**src/rtl/seq_detector_param_if.sv**
```systemverilog
// Serial detector bus: input bit stream with qualifier and clear,
// plus the registered match pulse, match counter and progress state.
interface seq_detector_param_if #(
  parameter int CNT_W = 8,
  parameter int PW    = 3
);
  logic             x_in;
  logic             x_valid;
  logic             clear;
  logic             y_out;
  logic [CNT_W-1:0] match_count;
  logic [PW-1:0]    progress;

  // Bit source / controller side
  modport master (
    output x_in, x_valid, clear,
    input  y_out, match_count, progress
  );

  // Detector side
  modport slave (
    input  x_in, x_valid, clear,
    output y_out, match_count, progress
  );
endinterface

```
**src/rtl/seq_detector_param.sv**
```systemverilog
// Parametrised serial pattern detector. Progress is the length of the
// longest pattern prefix that is a suffix of the accepted bits; the
// KMP-style transitions are resolved at elaboration into a constant
// lookup table indexed by {progress, x_in}.
module seq_detector_param #(
  parameter int                PAT_LEN = 4,
  parameter logic [PAT_LEN-1:0] PATTERN = 4'b1011,
  parameter bit                OVERLAP = 1'b1,
  parameter int                CNT_W   = 8,
  parameter int                PW      = $clog2(PAT_LEN + 1)
) (
  input  logic                 clock,
  input  logic                 reset,
  seq_detector_param_if.slave  bus
);

  // Each table entry: [5] = match, [4:0] = next progress (overlap applied)
  localparam int ENT_W = 6;
  localparam int TBL_W = PAT_LEN * 2 * ENT_W;

  // Longest proper prefix of the whole pattern that is also its suffix.
  function automatic int fail_full();
    int   best;
    logic ok;
    best = 0;
    for (int k = 1; k < PAT_LEN; k++) begin
      ok = 1'b1;
      for (int i = 0; i < k; i++) begin
        if (PATTERN[k-1-i] != PATTERN[PAT_LEN-1-i]) ok = 1'b0;
      end
      if (ok) best = k;
    end
    return best;
  endfunction

  // Transition table: for state p and bit b, the longest prefix that is a
  // suffix of (prefix_p followed by b). Reaching PAT_LEN means a match.
  function automatic logic [TBL_W-1:0] build_table();
    logic [TBL_W-1:0] t;
    int               best;
    int               j;
    int               nx;
    logic             ok;
    logic             s_bit;
    logic             hit;
    t = '0;
    for (int p = 0; p < PAT_LEN; p++) begin
      for (int b = 0; b < 2; b++) begin
        best = 0;
        for (int k = 1; k <= p + 1; k++) begin
          ok = 1'b1;
          for (int i = 0; i < k; i++) begin
            j = p + 1 - k + i;
            s_bit = (j < p) ? PATTERN[PAT_LEN-1-j] : (b == 1);
            if (s_bit != PATTERN[PAT_LEN-1-i]) ok = 1'b0;
          end
          if (ok) best = k;
        end
        hit = (best == PAT_LEN);
        if (hit) nx = OVERLAP ? fail_full() : 0;
        else     nx = best;
        t[(p*2+b)*ENT_W +: ENT_W] = {hit, 5'(nx)};
      end
    end
    return t;
  endfunction

  localparam logic [TBL_W-1:0] TABLE = build_table();

  logic [PW-1:0]    progress_q, progress_d;
  logic             y_q, y_d;
  logic [CNT_W-1:0] count_q, count_d;
  logic [PW:0]      idx_s;
  logic [ENT_W-1:0] entry_s;

  assign idx_s = {progress_q, bus.x_in};

  // Look up the transition for the current progress and incoming bit
  always_comb begin
    entry_s = TABLE[int'(idx_s)*ENT_W +: ENT_W];
  end

  // Next-state: clear beats a qualified sample; counter saturates
  always_comb begin
    progress_d = progress_q;
    y_d        = 1'b0;
    count_d    = count_q;
    if (bus.clear) begin
      progress_d = '0;
      count_d    = '0;
    end else if (bus.x_valid) begin
      progress_d = PW'(entry_s[4:0]);
      if (entry_s[5]) begin
        y_d = 1'b1;
        if (count_q != {CNT_W{1'b1}}) begin
          count_d = count_q + CNT_W'(1);
        end else begin
          count_d = count_q;
        end
      end else begin
        y_d = 1'b0;
      end
    end else begin
      progress_d = progress_q;
    end
  end

  // State and output registers with asynchronous reset
  always_ff @(posedge clock or posedge reset) begin
    if (reset) begin
      progress_q <= '0;
      y_q        <= 1'b0;
      count_q    <= '0;
    end else begin
      progress_q <= progress_d;
      y_q        <= y_d;
      count_q    <= count_d;
    end
  end

  assign bus.progress    = progress_q;
  assign bus.y_out       = y_q;
  assign bus.match_count = count_q;

endmodule

```
**src/flat_wrapper.sv**
```systemverilog
// flat-port wrapper written by rule: the top's interface ports become plain ports
module seq_detector_param_flat 
#(
  parameter int                PAT_LEN = 4,
  parameter logic [PAT_LEN-1:0] PATTERN = 4'b1011,
  parameter bit                OVERLAP = 1'b1,
  parameter int                CNT_W   = 8,
  parameter int                PW      = $clog2(PAT_LEN + 1)
)
  (clock, reset, bus_x_in, bus_x_valid, bus_clear, bus_y_out, bus_match_count, bus_progress);
  seq_detector_param_if #(.CNT_W(CNT_W), .PW(PW)) bus_i ();
  input  logic clock;
  input  logic reset;
  input wire logic [$bits(bus_i.x_in)-1:0] bus_x_in;
  input wire logic [$bits(bus_i.x_valid)-1:0] bus_x_valid;
  input wire logic [$bits(bus_i.clear)-1:0] bus_clear;
  output wire logic [$bits(bus_i.y_out)-1:0] bus_y_out;
  output wire logic [$bits(bus_i.match_count)-1:0] bus_match_count;
  output wire logic [$bits(bus_i.progress)-1:0] bus_progress;
  assign bus_i.x_in = bus_x_in;
  assign bus_i.x_valid = bus_x_valid;
  assign bus_i.clear = bus_clear;
  assign bus_y_out = bus_i.y_out;
  assign bus_match_count = bus_i.match_count;
  assign bus_progress = bus_i.progress;
  seq_detector_param #(.PAT_LEN(PAT_LEN), .PATTERN(PATTERN), .OVERLAP(OVERLAP), .CNT_W(CNT_W), .PW(PW)) u_core (.clock(clock), .reset(reset), .bus(bus_i));
endmodule
```
**config.mk**
```make
export PLATFORM = sky130hd
export DESIGN_NAME = seq_detector_param_flat
export DESIGN_NICKNAME = d
export VERILOG_FILES = /design/src/rtl/seq_detector_param_if.sv /design/src/rtl/seq_detector_param.sv /design/src/flat_wrapper.sv
export SDC_FILE = /design/constraint.sdc
export NUM_CORES = 1
export LEC_CHECK = 0
export BUFFER_PORTS_ARGS = -buffer_cell sky130_fd_sc_hd__buf_2
export CAP_MARGIN = 20
export CORE_ASPECT_RATIO = 1.2
export CORE_MARGIN = 3
export CORE_UTILIZATION = 28
export CTS_CLUSTER_SIZE = 8
export DETAILED_ROUTE_END_ITERATION = 10
export PLACE_DENSITY = 0.5
export SLEW_MARGIN = 10
export SYNTH_ARGS = -nofsm -noshare
export SYNTH_HDL_FRONTEND = slang
export SYNTH_SLANG_ARGS = --single-unit
```
**constraint.sdc**
```tcl
create_clock -name clock -period 1.87 [get_ports clock]
set_clock_uncertainty 0.05 [all_clocks]
set_input_delay 0.187 -clock clock [delete_from_list [all_inputs] [get_ports clock]]
set_output_delay 0.187 -clock clock [all_outputs]
set_load 0.01 [all_outputs]
```
* After elaboration in Yosys (flattened, before gate mapping)
Index checks and enable logic that the tools add are counted.
Cells by class: $add $sub $neg 1, $mul 1, eq/ne operators 1, shift-type cells 1, muxes and demuxes 9, reduce and logical (&&, ||, !) cells 4
Operators with widths (number):
- $shiftx A48 B32 Y6 const A | 1
- $mux W8 | 4
- $add A8 B1 Y8 const B | 1
- $ne A8 B8 Y1 const B | 1
- $mul A4 B2 Y6 const B | 1
- $mux W3 | 2
- $reduce_bool A2 Y1 | 3
- $mux W1 | 3
- $reduce_and A3 Y1 | 1
Storage, ports and cells: register bits after elaboration 12, bits of input ports 5, output and inout bits 12, logic and storage cells 20

* Logic depth before layout (Yosys ltp)
Gate-level depths: netlist (run 1).
word-level depth 5, depth in mapped cells 5, depth with buffers taken out 5

* Worst setup path after synthesis (run 1)
Ideal clock, no wire load.
path type reg-to-reg, start register u_core.count_q[0] (netlist: u_core.bus.match_count[0]), end register u_core.count_q[4] (netlist: u_core.bus.match_count[4]), library setup time 77 ps, arrival time 1417 ps, data required time 1743 ps, path slack 325 ps, stages on the path, launching flop included 6, cell sequence dfrtp_1 > ha_1 > nand3_1 > o21ai_2 > or3_1 > a21oi_1
Between the ends: cells in the longest elaborated chain, start to end 5, elaborated cells on any way between the ends 8
Ends and longest elaborated chain:
- start: declaration | line seq_detector_param.sv:72 | logic [CNT_W-1:0] count_q, count_d;
- start signal: assignment | line seq_detector_param.sv:117 | count_q <= count_d;
- $add A8 B1 Y8 | line seq_detector_param.sv:96 | count_d = count_q + CNT_W'(1);
- $mux W8 | line seq_detector_param.sv:95 | if (count_q != {CNT_W{1'b1}}) begin
- $mux W8 | line seq_detector_param.sv:93 | if (entry_s[5]) begin
- $mux W8 | line seq_detector_param.sv:91 | end else if (bus.x_valid) begin
- $mux W8 | line seq_detector_param.sv:88 | if (bus.clear) begin
Several ways; a longest one is shown, not always the timed one. The select of a mux whose other input is x is not followed. A chain may end at the register's enable or synchronous reset.

* Worst setup path after layout (run 1)
Same ends and word-level chain as after synthesis.

==> impl_metrics.tcl, run 1 <==
set metrics [dict create \
    ys_top_cells_by_count "11 x dfrtp_1, 8 x nor2_1, 4 x nand3_1" \
    drt-initial-drc-count 5 \
    drv_cap 0 \
    syn_to_final_growth_pct 20.6 \
    routed_wl_mm 1.12 \
    grt_pass1_wl_mm 1.81 \
    cts_tree "built" \
    ys.flop_type "dfrtp_1" \
    worstReg2RegEnd "u_core.bus.match_count[4]" \
    globalRouteOverflowTotal 0 \
    rr_startpoint "u_core.bus.match_count[0]" \
    fillers 203 \
    yosys-top-cells-area "dfrtp_1 47%, ha_1 6.5%, nor2_1 5.2%, xor2_1 4.5%, mux2i_1 3.4%" \
    start_kind "flip-flop" \
    post_cts_buffers 0 \
    finalNetCount 83 \
    rsz0062_at_grt "no" \
    wl_per_cell_um 12.0 \
    syn_inst 56 \
    vias 469 \
    power.density_nw_per_um2 607 \
    ant_nets 0 \
    synth_sequential_area_ratio 0.473 \
    cts_sinks 11 \
    rrSetupSlack_ns 0.24 \
    grt_max_degree 12 \
    grt_util_all_layers 0.0942 \
    netlist_area_um2 582 \
    arrival_ns 1.77 \
    setup_viol 0 \
    drive_above_1_share 0.297 \
    fp.dieArea_um2 2660 \
    synth_nets 64 \
    path_max_fanout 6 \
    drc 0 \
    rows 17 \
    ys_ff_latch 11 \
    setup_tns_ns 0 \
    whs_path_depth 2 \
    start_util 0.307 \
    reg2reg_depth 5 \
    irDropWorstVdd_uv 376 \
    max_freq_mhz 614 \
    cts_buffer_depth 2 \
    finalMaxSlewViolations 0 \
    finalCriticalPeriod_ns 1.63 \
    design_area_um2 702 \
    cts_buffers 3 \
    end_kind "flip-flop" \
    worst_skew_pair.late_latency_ns 0.26 \
    grt_pass1_vias 413 \
    clk_pin_slew_worst_paths_ns 0.07 \
    worstHoldStart "bus_x_valid" \
    root_buffer "clkbuf_4" \
    place_congestion 0.810 \
    die_w_um 47.6 \
    ios 17 \
    n_antenna_cell 0 \
    status "complete, no violations" \
    required_ns 2.01 \
    die_h_um 55.9 \
    min_to "u_core.bus.progress[1]" \
    period_share 0.870 \
    synth_top_area_share 0.473 \
    io_buffer_count 15 \
    async_reset_ff_frac 1.00 \
    hpwl_um 828 \
    synth-edff-count 0 \
    syn_area_per_cell_um2 10.4 \
    h-tree-depth 1 \
    p_leak_nw 0.374 \
    yosys.area.top_type "dfrtp_1" \
    holdWs_ns 0.142 \
    post_dp_cell_area_um2 666 \
    core_area_um2 1890 \
    dr.pass1.iters 4 \
    antenna_found_initial 0 \
    synth_warnings 0 \
    yosysMostFrequentCell "dfrtp_1" \
    ys_types 25 \
    crit_type "reg2reg" \
    hold_viol_final 0 \
    hp-class "in2reg" \
    vias_per_cell 5.04 \
]
report_power, final:
group	internal, mW	switching [mW]
Combinational	0.00943	0.0164
Clock	0.0824	0.0761
Sequential	0.240	0.00205
registers in the layout, summed over array words and instances (netlist names):
register / count
u_core.bus.match_count: 8
u_core.bus.progress: 2
u_core.bus.y_out: 1
cell families after synthesis:
| group | after synthesis | share of synthesized area |
|---|---|---|
| simple gates | 21 | 0.211 |
| compound gates | 11 | 0.127 |
| flops | 11 | 0.473 |
| buf+inv | 4 | 0.0387 |
| fa+ha+maj | 3 | 0.0645 |
| xor+xnor | 3 | 0.0452 |
| mux | 2 | 0.0344 |
| other cells | 1 | 0.00645 |
layout by cell type, fill, tap and decap left out, drive strengths merged:
cell type     n
and4b         1
nor2b         1
o211ai        2
and3          2
nand3         4
clkbuf        4
buf          15
nor3          2
dlygate4sd3   1
a21oi         3
and4          1
nor2          8
o21a          1
a211oi        1
nand4         1
o21ai         2
dfrtp        11
conb          1
or3           1
a311oi        1
inv           2
xor2          3
mux2i         2
ha            3
a31oi         1
critical path: stages, from the launching register on:
cell     delay [ns]
dfrtp_1        0.43
ha_1           0.29
nand3_1        0.19
o21ai_2        0.11
or3_1          0.35
a21oi_1        0.14
metal layers:
metal	vias to the layer above	track usage	wire, um	part of all wire
met5	-	0	0	0
met4	0	0.0462	12	0.011
met3	2	0.0356	86	0.077
met2	14	0.132	526	0.47
met1	212	0.123	490	0.44
li1	241	-	-	-
worst max path at each step:
stage / from / end / slack [ns]
3_5_place_dp: u_core.bus.match_count[0] / u_core.bus.match_count[4] / 0.27
5_1_grt: u_core.bus.match_count[0] / u_core.bus.match_count[4] / 0.14
6_report: u_core.bus.match_count[0] / u_core.bus.match_count[4] / 0.24
2_1_floorplan: u_core.bus.match_count[0] / u_core.bus.match_count[4] / 0.33
3_3_place_gp: u_core.bus.match_count[0] / u_core.bus.match_count[4] / 0.31
4_1_cts: u_core.bus.match_count[0] / u_core.bus.match_count[4] / 0.24
repair_timing:
action | 4_1_cts | 5_1_grt
resized for setup | 0 | 0
hold endpoints to repair | 11 | 0
hold buffers | 1 | 0
area by class of cell:
type / instances / area (um2) / share of cell area
clock buffers: 4 / 26.3 / 0.0374
well taps: 19 / 23.8 / 0.0339
repair buffers: 16 / 85.1 / 0.121
flip-flops and latches: 11 / 275 / 0.392
multi-input cells: 41 / 284 / 0.405
inverters: 2 / 7.51 / 0.0107
metrics by stage:
| step | setup slack, ns | utilization | power, mW | std cells |
|---|---|---|---|---|
| 3_3_place_gp | 0.311 | 0.352 | 0.272 | 88 |
| 5_1_grt | 0.145 | 0.371 | 0.450 | 93 |
| 4_1_cts | 0.242 | 0.371 | 0.438 | 93 |
| 6_report | 0.242 | 0.371 | 0.426 | 93 |
| 2_1_floorplan | 0.325 | - | 0.263 | 56 |
| 3_5_place_dp | 0.274 | 0.352 | 0.272 | 88 |
Note: power is estimated with default switching activity, not from simulation.
==> inputs of run 2 (changes only) <==
==> constraint.sdc (replaced) <==
create_clock -name clock -period 1.6 [get_ports clock]
set_clock_uncertainty 0.05 [all_clocks]
set_input_delay 0.16 -clock clock [delete_from_list [all_inputs] [get_ports clock]]
set_output_delay 0.16 -clock clock [all_outputs]
set_load 0.01 [all_outputs]
==> run 2 against run 1 <==
Against the previous run:
- cell count up 5.4%
- design area grew 5.3%
- sequential power grew 17%
- largest cell class unchanged
- setup slack got worse by 0.13 ns
- non-clock buffer count increased by 5
- fmax increased by 9.7%
- die area is the same
- clock power is 21% higher
- count of clock-buffer cells in the layout did not move
- first-iteration DRC count fell by 40%
- power grew 20%
==> impl_metrics.tcl, run 2 (synthesis results as in run 1) <==
set metrics [dict create \
    fin_cells 98 \
    rows 17 \
    worst_skew_pair.late_latency_ns 0.27 \
    drv_cap 0 \
    fillers 198 \
    final_common_cell "buf_2" \
    antenna_found_initial 0 \
    layout_common_cells "15 x buf_2, 11 x dfrtp_1, 8 x nor2_1, 5 x buf_4, 4 x nand3_1" \
    required_ns 1.75 \
    status "complete, no violations" \
    critPathBufInv 0 \
    max_freq_mhz 674 \
    wl_per_cell_um 13.1 \
    seqPwrFrac 0.554 \
    drt-initial-drc-count 3 \
    ios 17 \
    core_area_um2 1890 \
    dp.cells 92 \
    path_max_fanout 4 \
    setup_viol 0 \
    vias 493 \
    io_buffer_count 15 \
    holdWs_ns 0.102 \
    crit_path_max_incr_delay_ns 0.39 \
    cp_cell_sequence "ha_1, and3_4, o21ai_2, or3_1, a21oi_1" \
    h-tree-depth 1 \
    cts_sinks 11 \
    start_kind "flip-flop" \
    crit_type "reg2reg" \
    grt_pass1_wl_mm 2.19 \
    die_w_um 47.6 \
    n_antenna_cell 0 \
    fp.dieArea_um2 2660 \
    syn_to_final_growth_pct 27.1 \
    hpwl_um 977 \
    p_int_uw 390 \
    cts_tree "built" \
    p_sw_uw 120 \
    start_util 0.307 \
    cts_buffers 3 \
    clk_pin_slew_worst_paths_ns 0.07 \
    cp_slowest_cell "dfrtp_1" \
    dr.pass1.iters 2 \
    hold_viol_final 0 \
    drc 0 \
    vias_per_cell 5.03 \
    finalNetCount 88 \
    globalRouteOverflowTotal 0 \
    rsz0062_at_grt "no" \
    p_sw_frac 0.235 \
    ant_nets 0 \
    arrival_ns 1.63 \
    routed_wl_mm 1.29 \
    clockPowerShare 0.380 \
    critPathTopFamily "simple AND/OR/NAND/NOR gates" \
    hp-class "in2reg" \
    die_h_um 55.9 \
    grt_max_degree 12 \
    root_buffer "clkbuf_4" \
    cts_buffer_depth 2 \
    finalMaxSlewViolations 0 \
    place_congestion 0.803 \
    p_leak_nw 0.400 \
    drive_above_1_share 0.342 \
    period_share 0.927 \
    irDropWorstVdd_uv 309 \
    worst_slack_ns 0.117 \
    place_ws_ns 0.129 \
    power.density_nw_per_um2 689 \
    finalCriticalPeriod_ns 1.48 \
    pwr-share-comb 0.066 \
    grt_pass1_vias 489 \
    largest_reg_flops 8 \
    grt_util_all_layers 0.117 \
    end_kind "flip-flop" \
    setup_tns_ns 0 \
]
## run 2: cell types whose count changed in the layout (fill, tap and decap cells not counted), sizes merged
cell / previous run / this run
buf: 15 / 20
## run 2: power groups by stage
stage          combinational, mW  sequential, mW  clock (mW)
6_report                  0.0335           0.282       0.193
5_1_grt                   0.0393           0.283       0.226
4_1_cts                   0.0330           0.282       0.208
3_5_place_dp              0.0311           0.288           0
3_3_place_gp              0.0303           0.288           0
2_1_floorplan             0.0183           0.289           0
## run 2: worst paths after layout
| kind | from | end | slack [ns] | cells past startpoint |
|---|---|---|---|---|
| min | bus_x_valid | u_core.bus.progress[1] | 0.10 | 2 |
| min reg2reg | u_core.bus.progress[1] | u_core.bus.progress[1] | 0.50 | 1 |
| min in group asynchronous | reset | u_core.bus.progress[0] | 0.37 | 3 |
| max in group asynchronous | reset | u_core.bus.match_count[2] | 0.83 | 3 |
| max | u_core.bus.progress[0] | u_core.bus.match_count[4] | 0.12 | 5 |
| max reg2reg | u_core.bus.progress[0] | u_core.bus.match_count[4] | 0.12 | 5 |
## run 2: area by class of cell
cell class	instances	area, um2	area share
Multi-Input combinational cell	41	284	0.384
Timing Repair Buffer	21	123	0.166
Clock buffer	4	26.3	0.0355
Tap cell	19	23.8	0.0321
Inverter	2	7.51	0.0102
Sequential cell	11	275	0.372
## run 2: what timing repair did
| action | CTS | global route |
|---|---|---|
| setup endpoints to repair | 0 | 1 |
| gates resized for setup | 0 | 0 |
| hold buffers | 1 | 0 |
| endpoints found under the hold margin | 11 | 0 |
| buffers inserted | 0 | 1 |
## run 2: stage by stage
step	cell area [um2]	power [mW]	utilization
4_1_cts	732	0.523	0.387
5_1_grt	739	0.548	0.391
3_5_place_dp	696	0.319	0.367
3_3_place_gp	696	0.318	0.367
2_1_floorplan	582	0.307	-
6_report	739	0.509	0.391
## run 2: metal layers
layer	GRT usage	up-vias	wire length [um]
met5	0	-	0
met4	0.0808	0	34
met3	0.0291	4	71
met2	0.167	14	609
met1	0.147	228	571
li1	-	247	-
==> inputs of run 3 (changes only) <==
--- a/config.mk
+++ b/config.mk
@@ -5,8 +5,9 @@
 export SDC_FILE = /design/constraint.sdc
 export NUM_CORES = 1
 export LEC_CHECK = 0
+export ABC_AREA = 1
 export BUFFER_PORTS_ARGS = -buffer_cell sky130_fd_sc_hd__buf_2
-export CAP_MARGIN = 20
+export CAP_MARGIN = 0
 export CORE_ASPECT_RATIO = 1.2
 export CORE_MARGIN = 3
 export CORE_UTILIZATION = 28
==> run 3 against run 2 <==
Against the previous run:
- synthesized cell count is 61% higher
- flip-flop and latch count stayed put
- register-to-register slack better by 0.13 ns
- critical path type unchanged
- critical path depth is 3 higher
- power is 13% higher
- sequential share of layout area is 2.5 points lower
==> impl_metrics.tcl, run 3 <==
set metrics [dict create \
    max_freq_mhz 740 \
    required_ns 1.72 \
    ys_top_cells_by_count "25 x nand2_1, 15 x nor2_1, 11 x dfrtp_1, 10 x inv_1, 9 x nand3_1" \
    finalMaxSlewViolations 0 \
    min_to "u_core.bus.progress[1]" \
    rr_startpoint "u_core.bus.match_count[0]" \
    finalNetCount 118 \
    start_util 0.304 \
    final_common_cell "nand2_1" \
    fillers 239 \
    rows 18 \
    rsz0062_at_grt "no" \
    whs_path_depth 2 \
    route.met2.wl_um 645 \
    async_reset_ff_frac 1.00 \
    cts_sinks 11 \
    h-tree-depth 1 \
    ys_types 19 \
    synth-edff-count 0 \
    hpwl_mm 1.11 \
    globalRouteOverflowTotal 0 \
    status "complete, no violations" \
    netlist_area_um2 651 \
    root_buffer "clkbuf_4" \
    grt_pass1_vias 597 \
    grt_util_all_layers 0.112 \
    yosysMostFrequentCell "nand2_1" \
    antenna_found_initial 0 \
    end_kind "flip-flop" \
    die_h_um 58.8 \
    synth_sequential_area_ratio 0.423 \
    ios 17 \
    io_buffer_count 15 \
    setup_viol 0 \
    cts_buffer_depth 2 \
    start_kind "flip-flop" \
    reg2reg_depth 8 \
    routed_wl_mm 1.40 \
    drv_cap 0 \
    ant_nets 0 \
    vias_per_cell 4.46 \
    postLayoutCoreUtil 0.370 \
    cts-resized-gates 0 \
    cts_tree "built" \
    layout_common_cells "25 x nand2_1, 15 x nor2_1, 15 x buf_2, 11 x dfrtp_1, 10 x inv_1" \
    rrSetupSlack_ns 0.25 \
    yosys.area.top_type "dfrtp_1" \
    core_area_um2 2140 \
    die_w_um 50.0 \
    irDropWorstVdd_uv 241 \
    crit_type "reg2reg" \
    p_leak_nw 0.399 \
    vias 620 \
    fp.dieArea_um2 2940 \
    hp-class "in2reg" \
    ys.flop_type "dfrtp_1" \
    worstReg2RegEnd "u_core.bus.match_count[3]" \
    path_max_fanout 5 \
    drt-initial-drc-count 7 \
    yosys-top-cells-area "dfrtp_1 42%, nand2_1 14%, nor2_1 8.7%, nand3_1 6.9%, ha_1 5.8%" \
    syn_inst 90 \
    drc 0 \
    power.density_nw_per_um2 725 \
    arrival_ns 1.47 \
    wl_per_cell_um 10.1 \
    period_share 0.845 \
    worstHoldStart "bus_clear" \
    synth_nets 98 \
    hold_viol_final 0 \
    syn_to_final_growth_pct 21.7 \
    dr.max_layer_used "met4" \
    synth_top_area_share 0.423 \
    synth_warnings 0 \
    grt_pass1_wl_mm 2.44 \
    setup_tns_ns 0 \
    syn_area_per_cell_um2 7.23 \
    wl_met1_um 635 \
    largest_reg_flops 8 \
    grt_max_degree 12 \
    dr.pass1.iters 2 \
    worst_skew_pair.late_latency_ns 0.27 \
    drive_above_1_share 0.229 \
    finalCriticalPeriod_ns 1.35 \
    clk_pin_slew_worst_paths_ns 0.07 \
    place_congestion 0.752 \
    n_antenna_cell 0 \
    wl_met3_um 70 \
    cts_buffers 3 \
    ys_ff_latch 11 \
]
[run 3: changes by cell type in the layout (fill, tap and decap cells not counted), moves of 2 or more]
cell / before / now
nor2_1: 8 / 15
buf_4: 5 / 0
o211ai_1: 2 / 0
xor2_1: 3 / 0
o21ai_0: 1 / 3
nand3_1: 4 / 9
nand2_1: 0 / 25
or2_2: 0 / 2
inv_1: 2 / 10
mux2i_1: 2 / 0
[run 3: worst max path at each step]
stage,start,end,slack (ns),cells after the start
2_1_floorplan,u_core.bus.match_count[0],u_core.bus.match_count[2],0.31,8
3_3_place_gp,u_core.bus.match_count[0],u_core.bus.match_count[3],0.30,8
3_5_place_dp,u_core.bus.match_count[0],u_core.bus.match_count[3],0.23,8
4_1_cts,u_core.bus.match_count[0],u_core.bus.match_count[3],0.23,8
5_1_grt,u_core.bus.match_count[0],u_core.bus.match_count[5],0.09,8
6_report,u_core.bus.match_count[0],u_core.bus.match_count[3],0.25,8
[run 3: logic make-up (layout without fill, tap and decap cells)]
family,count (synthesis),after routing,synth area share
AOI/OAI and AO/OA,7,7,0.0596
adders and majority gates,3,3,0.0577
buffers and inverters,12,31,0.0750
DFF,11,11,0.423
other,1,1,0.00576
and+or+nand+nor,56,56,0.379
[run 3: metrics by stage]
step           power (mW)  cells  hold WS [ns]  cell area, um2  worst slack (ns)
6_report            0.574    139        0.0604             792             0.249
5_1_grt             0.610    139        0.0583             792            0.0905
4_1_cts             0.586    139        0.0577             792             0.226
3_5_place_dp        0.380    134         0.146             756             0.234
3_3_place_gp        0.379    134         0.140             756             0.300
2_1_floorplan       0.351     90       -0.0376             651             0.311
[run 3: worst max-delay path, cell delays in order (launching register included)]
cell and delay, ns:
dfrtp_1 0.40, ha_1 0.20, inv_1 0.06, nor2_2 0.13, nand2_1 0.12, nand3_1 0.13, nand2_1 0.06, nand2_1 0.05
nor2_1 0.04
[run 3: final cells by class]
class | instances | area (um2) | area share
clock buffers | 4 | 26.3 | 0.0332
inverters | 11 | 41.3 | 0.0521
multi-input cells | 67 | 327 | 0.412
flip-flops and latches | 11 | 275 | 0.348
well taps | 30 | 37.5 | 0.0474
repair buffers | 16 | 85.1 | 0.107
[run 3: routing by layer]
metal,vias up,track usage
met5,-,0
met4,0,0.0830
met3,5,0.0253
met2,18,0.192
met1,278,0.120
li1,319,-
[run 3: power breakdown]
part | internal, mW | switching (mW) | total (mW)
Sequential | 0.289 | 0.0121 | 0.301
Combinational | 0.0288 | 0.0442 | 0.0730
Clock | 0.0967 | 0.103 | 0.200
[run 3: what timing repair did]
action,CTS,global route
hold buffers,1,0
setup buffers,0,0
endpoints found under the hold margin,11,0
